--- src/rtl/xor_rotl_arbiter.sv ---
// xor_rotl_arbiter
//   Round-robin front end for a shared XOR-then-rotate-left datapath.
//   NUM_REQ requesters offer (A, B, rot) under valid/ready. One requester
//   is granted per cycle. Its rotl(A ^ B, rot mod DATA_WIDTH) is captured,
//   together with its index, in a single registered output slot that the
//   downstream side can stall.
//
// Ports
//   clk         rising-edge clock
//   resetn      synchronous active-low reset
//   req_valid   per-requester request valid
//   req_ready   per-requester accept (one-hot or zero)
//   req_a/b     operands, requester i at [i*DATA_WIDTH +: DATA_WIDTH]
//   req_rot     rotate-left amount, requester i at [i*SEL_W +: SEL_W]
//   out_valid   output slot holds a result
//   out_ready   downstream accept
//   out_data    rotated result
//   out_id      index of the requester that produced out_data
//   done_count  results handed downstream, wraps at 16 bits
module xor_rotl_arbiter #(
  parameter int DATA_WIDTH = 8,
  parameter int NUM_REQ    = 4,
  localparam int SEL_W     = $clog2(DATA_WIDTH) + 1,
  localparam int ID_W      = (NUM_REQ > 2) ? $clog2(NUM_REQ) : 1
) (
  input  logic                          clk,
  input  logic                          resetn,
  input  logic [NUM_REQ-1:0]            req_valid,
  output logic [NUM_REQ-1:0]            req_ready,
  input  logic [NUM_REQ*DATA_WIDTH-1:0] req_a,
  input  logic [NUM_REQ*DATA_WIDTH-1:0] req_b,
  input  logic [NUM_REQ*SEL_W-1:0]      req_rot,
  output logic                          out_valid,
  input  logic                          out_ready,
  output logic [DATA_WIDTH-1:0]         out_data,
  output logic [ID_W-1:0]               out_id,
  output logic [15:0]                   done_count
);

  localparam int SHIFT_W = $clog2(DATA_WIDTH);

  typedef enum logic {
    SLOT_EMPTY = 1'b0,
    SLOT_FULL  = 1'b1
  } slot_e;

  slot_e                   slot_q, slot_d;
  logic [DATA_WIDTH-1:0]   out_data_q, out_data_d;
  logic [ID_W-1:0]         out_id_q, out_id_d;
  logic [ID_W-1:0]         last_ptr_q, last_ptr_d;
  logic [15:0]             done_count_q, done_count_d;

  logic                    grant_found;
  logic [ID_W-1:0]         grant_id;
  logic [ID_W-1:0]         cand;
  logic                    can_accept;
  logic                    accept;
  logic                    out_xfer;

  logic [DATA_WIDTH-1:0]   op_x;
  logic [SHIFT_W-1:0]      shamt;
  logic [2*DATA_WIDTH-1:0] doubled;
  logic [DATA_WIDTH-1:0]   result;

  // Round-robin search: start one past the last winner and wrap upward.
  always_comb begin
    grant_found = 1'b0;
    grant_id    = '0;
    cand        = '0;
    for (int off = 1; off <= NUM_REQ; off++) begin
      // NOTE: blocking assignments here -- cand is written and read in the
      // same evaluation pass, which only works with '=' in combinational code.
      cand = ID_W'((int'(last_ptr_q) + off) % NUM_REQ);
      if (!grant_found && req_valid[cand]) begin
        grant_found = 1'b1;
        grant_id    = cand;
      end
    end
  end

  // Reset is folded in so req_ready stays low in any cycle resetn is low.
  assign can_accept = resetn & ((slot_q == SLOT_EMPTY) | out_ready);
  assign accept     = grant_found & can_accept;
  assign req_ready  = accept ? (NUM_REQ'(1) << grant_id) : '0;
  assign out_xfer   = (slot_q == SLOT_FULL) & out_ready;

  // Shared datapath on the granted requester's operands. The upper half of
  // {x, x} << s equals (x << s) | (x >> (W - s)) and is exact for s = 0.
  assign op_x    = req_a[grant_id*DATA_WIDTH +: DATA_WIDTH]
                 ^ req_b[grant_id*DATA_WIDTH +: DATA_WIDTH];
  assign shamt   = req_rot[grant_id*SEL_W +: SHIFT_W];
  assign doubled = {op_x, op_x} << shamt;
  assign result  = doubled[2*DATA_WIDTH-1 -: DATA_WIDTH];

  // Slot next state and captured result.
  always_comb begin
    slot_d       = slot_q;
    out_data_d   = out_data_q;
    out_id_d     = out_id_q;
    last_ptr_d   = last_ptr_q;
    done_count_d = done_count_q;

    if (out_xfer) begin
      done_count_d = done_count_q + 16'd1;
    end

    case (slot_q)
      SLOT_EMPTY: if (accept) slot_d = SLOT_FULL;
      SLOT_FULL:  if (!accept && out_ready) slot_d = SLOT_EMPTY;
      default:    slot_d = SLOT_EMPTY;
    endcase

    // A stalled full slot has can_accept low, so its contents stay put.
    if (accept) begin
      out_data_d = result;
      out_id_d   = grant_id;
      last_ptr_d = grant_id;
    end
  end

  always_ff @(posedge clk) begin
    if (!resetn) begin
      // NOTE: the output data/id registers are reset too, because their
      // post-reset value (zero) is visible on the ports.
      slot_q       <= SLOT_EMPTY;
      out_data_q   <= '0;
      out_id_q     <= '0;
      last_ptr_q   <= ID_W'(NUM_REQ - 1);
      done_count_q <= '0;
    end else begin
      // NOTE: non-blocking assignments for every state register.
      slot_q       <= slot_d;
      out_data_q   <= out_data_d;
      out_id_q     <= out_id_d;
      last_ptr_q   <= last_ptr_d;
      done_count_q <= done_count_d;
    end
  end

  assign out_valid  = (slot_q == SLOT_FULL);
  assign out_data   = out_data_q;
  assign out_id     = out_id_q;
  assign done_count = done_count_q;

endmodule

--- config.mk ---
export PLATFORM = sky130hd
export DESIGN_NAME = xor_rotl_arbiter
export DESIGN_NICKNAME = d
export VERILOG_FILES = /design/src/rtl/xor_rotl_arbiter.sv
export SDC_FILE = /design/constraint.sdc
export NUM_CORES = 1
export LEC_CHECK = 0
export BUFFER_PORTS_ARGS = -buffer_cell sky130_fd_sc_hd__buf_2
export CAP_MARGIN = 30
export CORE_ASPECT_RATIO = 1.5
export CORE_MARGIN = 5
export CORE_UTILIZATION = 40
export DETAILED_ROUTE_END_ITERATION = 12
export PLACE_DENSITY = 0.77
export SETUP_SLACK_MARGIN = 0.3
export SLEW_MARGIN = 40
export SYNTH_ARGS = -nofsm -noshare
export SYNTH_HDL_FRONTEND = slang
export SYNTH_SLANG_ARGS = --single-unit
--- constraint.sdc ---
create_clock -name clk -period 2.74 [get_ports clk]
set_clock_uncertainty 0.15 [all_clocks]
set_input_delay 0.137 -clock clk [delete_from_list [all_inputs] [get_ports clk]]
set_output_delay 0.137 -clock clk [all_outputs]
set_load 0.005 [all_outputs]
==> results.py <==
metrics = {
    "clock_tree": {
        "htreeDepth": 2,
        "root_buffer": "clkbuf_8",
        "insertion_delay_ns": 0.28,
        "cts_buffer_depth": 2,
        "cts_tree": "done",
        "hold_buffers": 0,
        "clock_sinks": 29,
        "cts_buffers": 5,
        "clkTransAtPathRegs_ns": 0.06,
    },
    "timing": {
        "worst_slew_pin_slew_ns": 0.516,
        "maxSlewViolCount": 0,
        "finalSetupViolations": 0,
        "tns_ns": 0,
        "hold_viol": 0,
        "worst_slack_ns": 0.352,
        "fin_crit_sh_pct": 87.2,
        "fmax_mhz": 419,
        "rsz0062_at_grt": "true",
        "post-route-min-period_ns": 2.39,
        "slew_headroom_pct": 65.4,
    },
    "die": {
        "die_w_um": 70.0,
        "boundaryPins": 118,
        "rows": 32,
        "initial_utilization_pct": 41.5,
        "die_h_um": 100,
        "fp.coreArea_sq_um": 5200,
        "dieArea_sq_um": 7000,
    },
    "layout": {
        "nFillCells": 487,
        "multi_input_area_sq_um": 1630,
        "register_area_sq_um": 586,
        "nets": 441,
        "synthToLayoutAreaGrowth_pct": 40.8,
        "drive_gt1_share_pct": 45.8,
        "n_antenna_cell": 0,
        "stdcell_count": 422,
        "stdcell_area_sq_um": 3040,
    },
    "power": {
        "combPwrFrac_pct": 45.6,
        "leakagePower_nw": 1.31,
        "swShare_pct": 34.9,
        "p_switching_mw": 0.540,
        "power.density_nw_per_um2": 509,
        "pwr-share-seq_pct": 32.6,
        "vdd_ir_drop_max_uv": 240,
        "p_total_mw": 1.55,
        "clkPwrFrac_pct": 21.8,
        "intPower_mw": 1.01,
    },
    "synthesis": {
        "syn_avg_cell_area_sq_um": 9.35,
        "synth_edf_count": 0,
        "yosysWarnings": 0,
        "syn-cell-area_sq_um": 2160,
        "ys_async_sr_fraction_pct": 0,
        "seq_area_frac_synth_pct": 26.9,
        "synth_seq_cells": 29,
        "synthTopCellsByArea": "dfxtp_1 27%, xnor2_1 15%, mux4_2 8.3%",
        "synth.distinct_cells": 50,
        "synth_nets": 319,
        "synth_top_area_share_pct": 26.9,
        "yosysTopAreaCell": "dfxtp_1",
        "synth_most_common_cell": "xnor2_1",
        "dominantRegCellSynth": "dfxtp_1",
        "synthTopCellsByCount": "36 x xnor2_1, 29 x dfxtp_1, 26 x nor2_1",
        "netlist_instances": 231,
    },
    "min_path": {
        "min_to": "out_valid",
        "hp-start": "req_valid[2]",
        "min_path_cells": 3,
        "hold_path_class": "input pin to flip-flop",
    },
    "critical_path": {
        "path_buf_inv": 1,
        "timing.reg2reg.setup_slack_ns": 0.35,
        "critPathKind": "flip-flop to flip-flop",
        "end_kind": "flip-flop",
        "rr_endpoint": "out_data[6]",
        "slowest_delay_ns": 0.48,
        "worstPathArrival_ns": 2.45,
        "ff2ff_path_depth": 8,
        "cp_data_required_time_ns": 2.80,
        "cp_top_family": "multiplexers",
        "crit_path_start_kind": "flip-flop",
        "worstPathCellList": "a21boi_1 -> o21ba_4 -> nor2_4 -> buf_12 -> mux4_2 -> mux2i_2 -> mux2i_1 -> o211ai_2",
        "slowest_stage": "mux4_2",
        "crit_fanout": 8,
        "r2r_start": "last_ptr_q[1]",
    },
    "routing": {
        "firstDrtPassIters": 4,
        "initialDrtViolationCount": 64,
        "wl_per_cell_um": 14.5,
        "viasPerCell": 5.36,
        "drc": 0,
        "vias": 2260,
        "ant_nets": 0,
        "wl_um": 6130,
    },
    "place": {
        "place_congestion": 0.833,
        "placed_area_sq_um": 2840,
        "numPlacedInstances": 413,
        "dp_hpwl_um": 5170,
        "pre_cts_slack_ns": 0.180,
        "port_buffers": 113,
    },
    "global_route": {
        "first_global_vias": 2355,
        "grt_max_degree": 20,
        "antenna_found_initial": 0,
        "groute.usage.overall_pct": 17.4,
        "grt_overflow_total": 0,
        "grt_pass1_wl_um": 9870,
    },
    "status": {
        "outcome": "complete, no violations",
    },
    "flow_run": {
        "max_cap_viol_count": 0,
    },
}
## how the worst max path moves through the flow
stage	startpoint	endpoint	slack (ns)	cells after the start
global route	last_ptr_q[1]	out_data[6]	0.26	8
global placement	last_ptr_q[1]	out_data[6]	0.25	7
detailed placement	last_ptr_q[1]	out_data[1]	0.18	7
finish	last_ptr_q[1]	out_data[6]	0.35	8
CTS	last_ptr_q[1]	out_data[7]	0.30	8
floorplan	last_ptr_q[1]	out_data[6]	0.34	7
## sequential cells by signal, indices dropped and copies added (netlist names)
register,cells
last_ptr_q,2
out_id,2
out_data,8
out_valid,1
done_count,16
## cells in the final DEF, fill, tap and decap left out, drive strengths merged, types with 2 or more instances in the layout
cell type	instances
buf	120
xnor2	36
dfxtp	29
nor2	27
mux2i	15
nand2	14
nand3	12
xor2	9
o21ai	9
mux4	8
a21oi	8
o211ai	8
a22oi	6
clkbuf	5
a32oi	5
and3	4
and2	4
or3	3
nand4	3
a31oi	3
clkinv	3
inv	2
o21bai	2
a21boi	2
a211o	2
## tightest hold or removal path, cell delays in order
cell and delay [ns]:
buf_2 0.13, nor2_1 0.07, a31oi_1 0.11
## final cells by class
cell class / instances / share of cell area, %
clock buffer: 5 / 2.26
clock inverter: 3 / 0.576
tap: 68 / 2.80
inverter: 3 / 0.370
multi-input combinational: 194 / 53.6
sequential: 29 / 19.3
timing repair buffer: 120 / 21.2
## power by group through the flow
| stage | combinational (mW) | clock (mW) | sequential, mW |
|---|---|---|---|
| floorplan | 0.385 | 0 | 0.512 |
| global placement | 0.602 | 0 | 0.511 |
| detailed placement | 0.612 | 0 | 0.512 |
| CTS | 0.639 | 0.354 | 0.504 |
| global route | 0.761 | 0.377 | 0.511 |
| finish | 0.706 | 0.338 | 0.505 |
## layer usage
metal  track usage [%]  share of wire (%)  vias up
met5                 0                  0        -
met3              5.21                 10       22
met4              10.0                4.5        0
li1                  -                  -     1089
met2              32.8                 51      126
met1              16.3                 34     1023
## stage by stage
stage / utilization (%) / hold WS, ns
global route: 58.4 / 0.0573
global placement: 54.6 / 0.292
detailed placement: 54.6 / 0.294
floorplan: - / 0.153
CTS: 56.9 / 0.0436
finish: 58.4 / 0.0585
## cells by family after synthesis
kind of cell	synth area share, %
muxes	15.3
AOI/OAI and AO/OA	20.7
DFF	26.9
adders and majority gates	0.579
xor gates and xnor gates	18.3
buffers and inverters	1.62
and+or+nand+nor	16.7
## timing repair
item / in CTS / in global routing
pin swaps: 1 / 0
endpoints found under the setup margin: 8 / 8
setup buffers: 1 / 0
resized for setup: 4 / 14
cloned: 0 / 0
(Power assumes the default switching activity.)
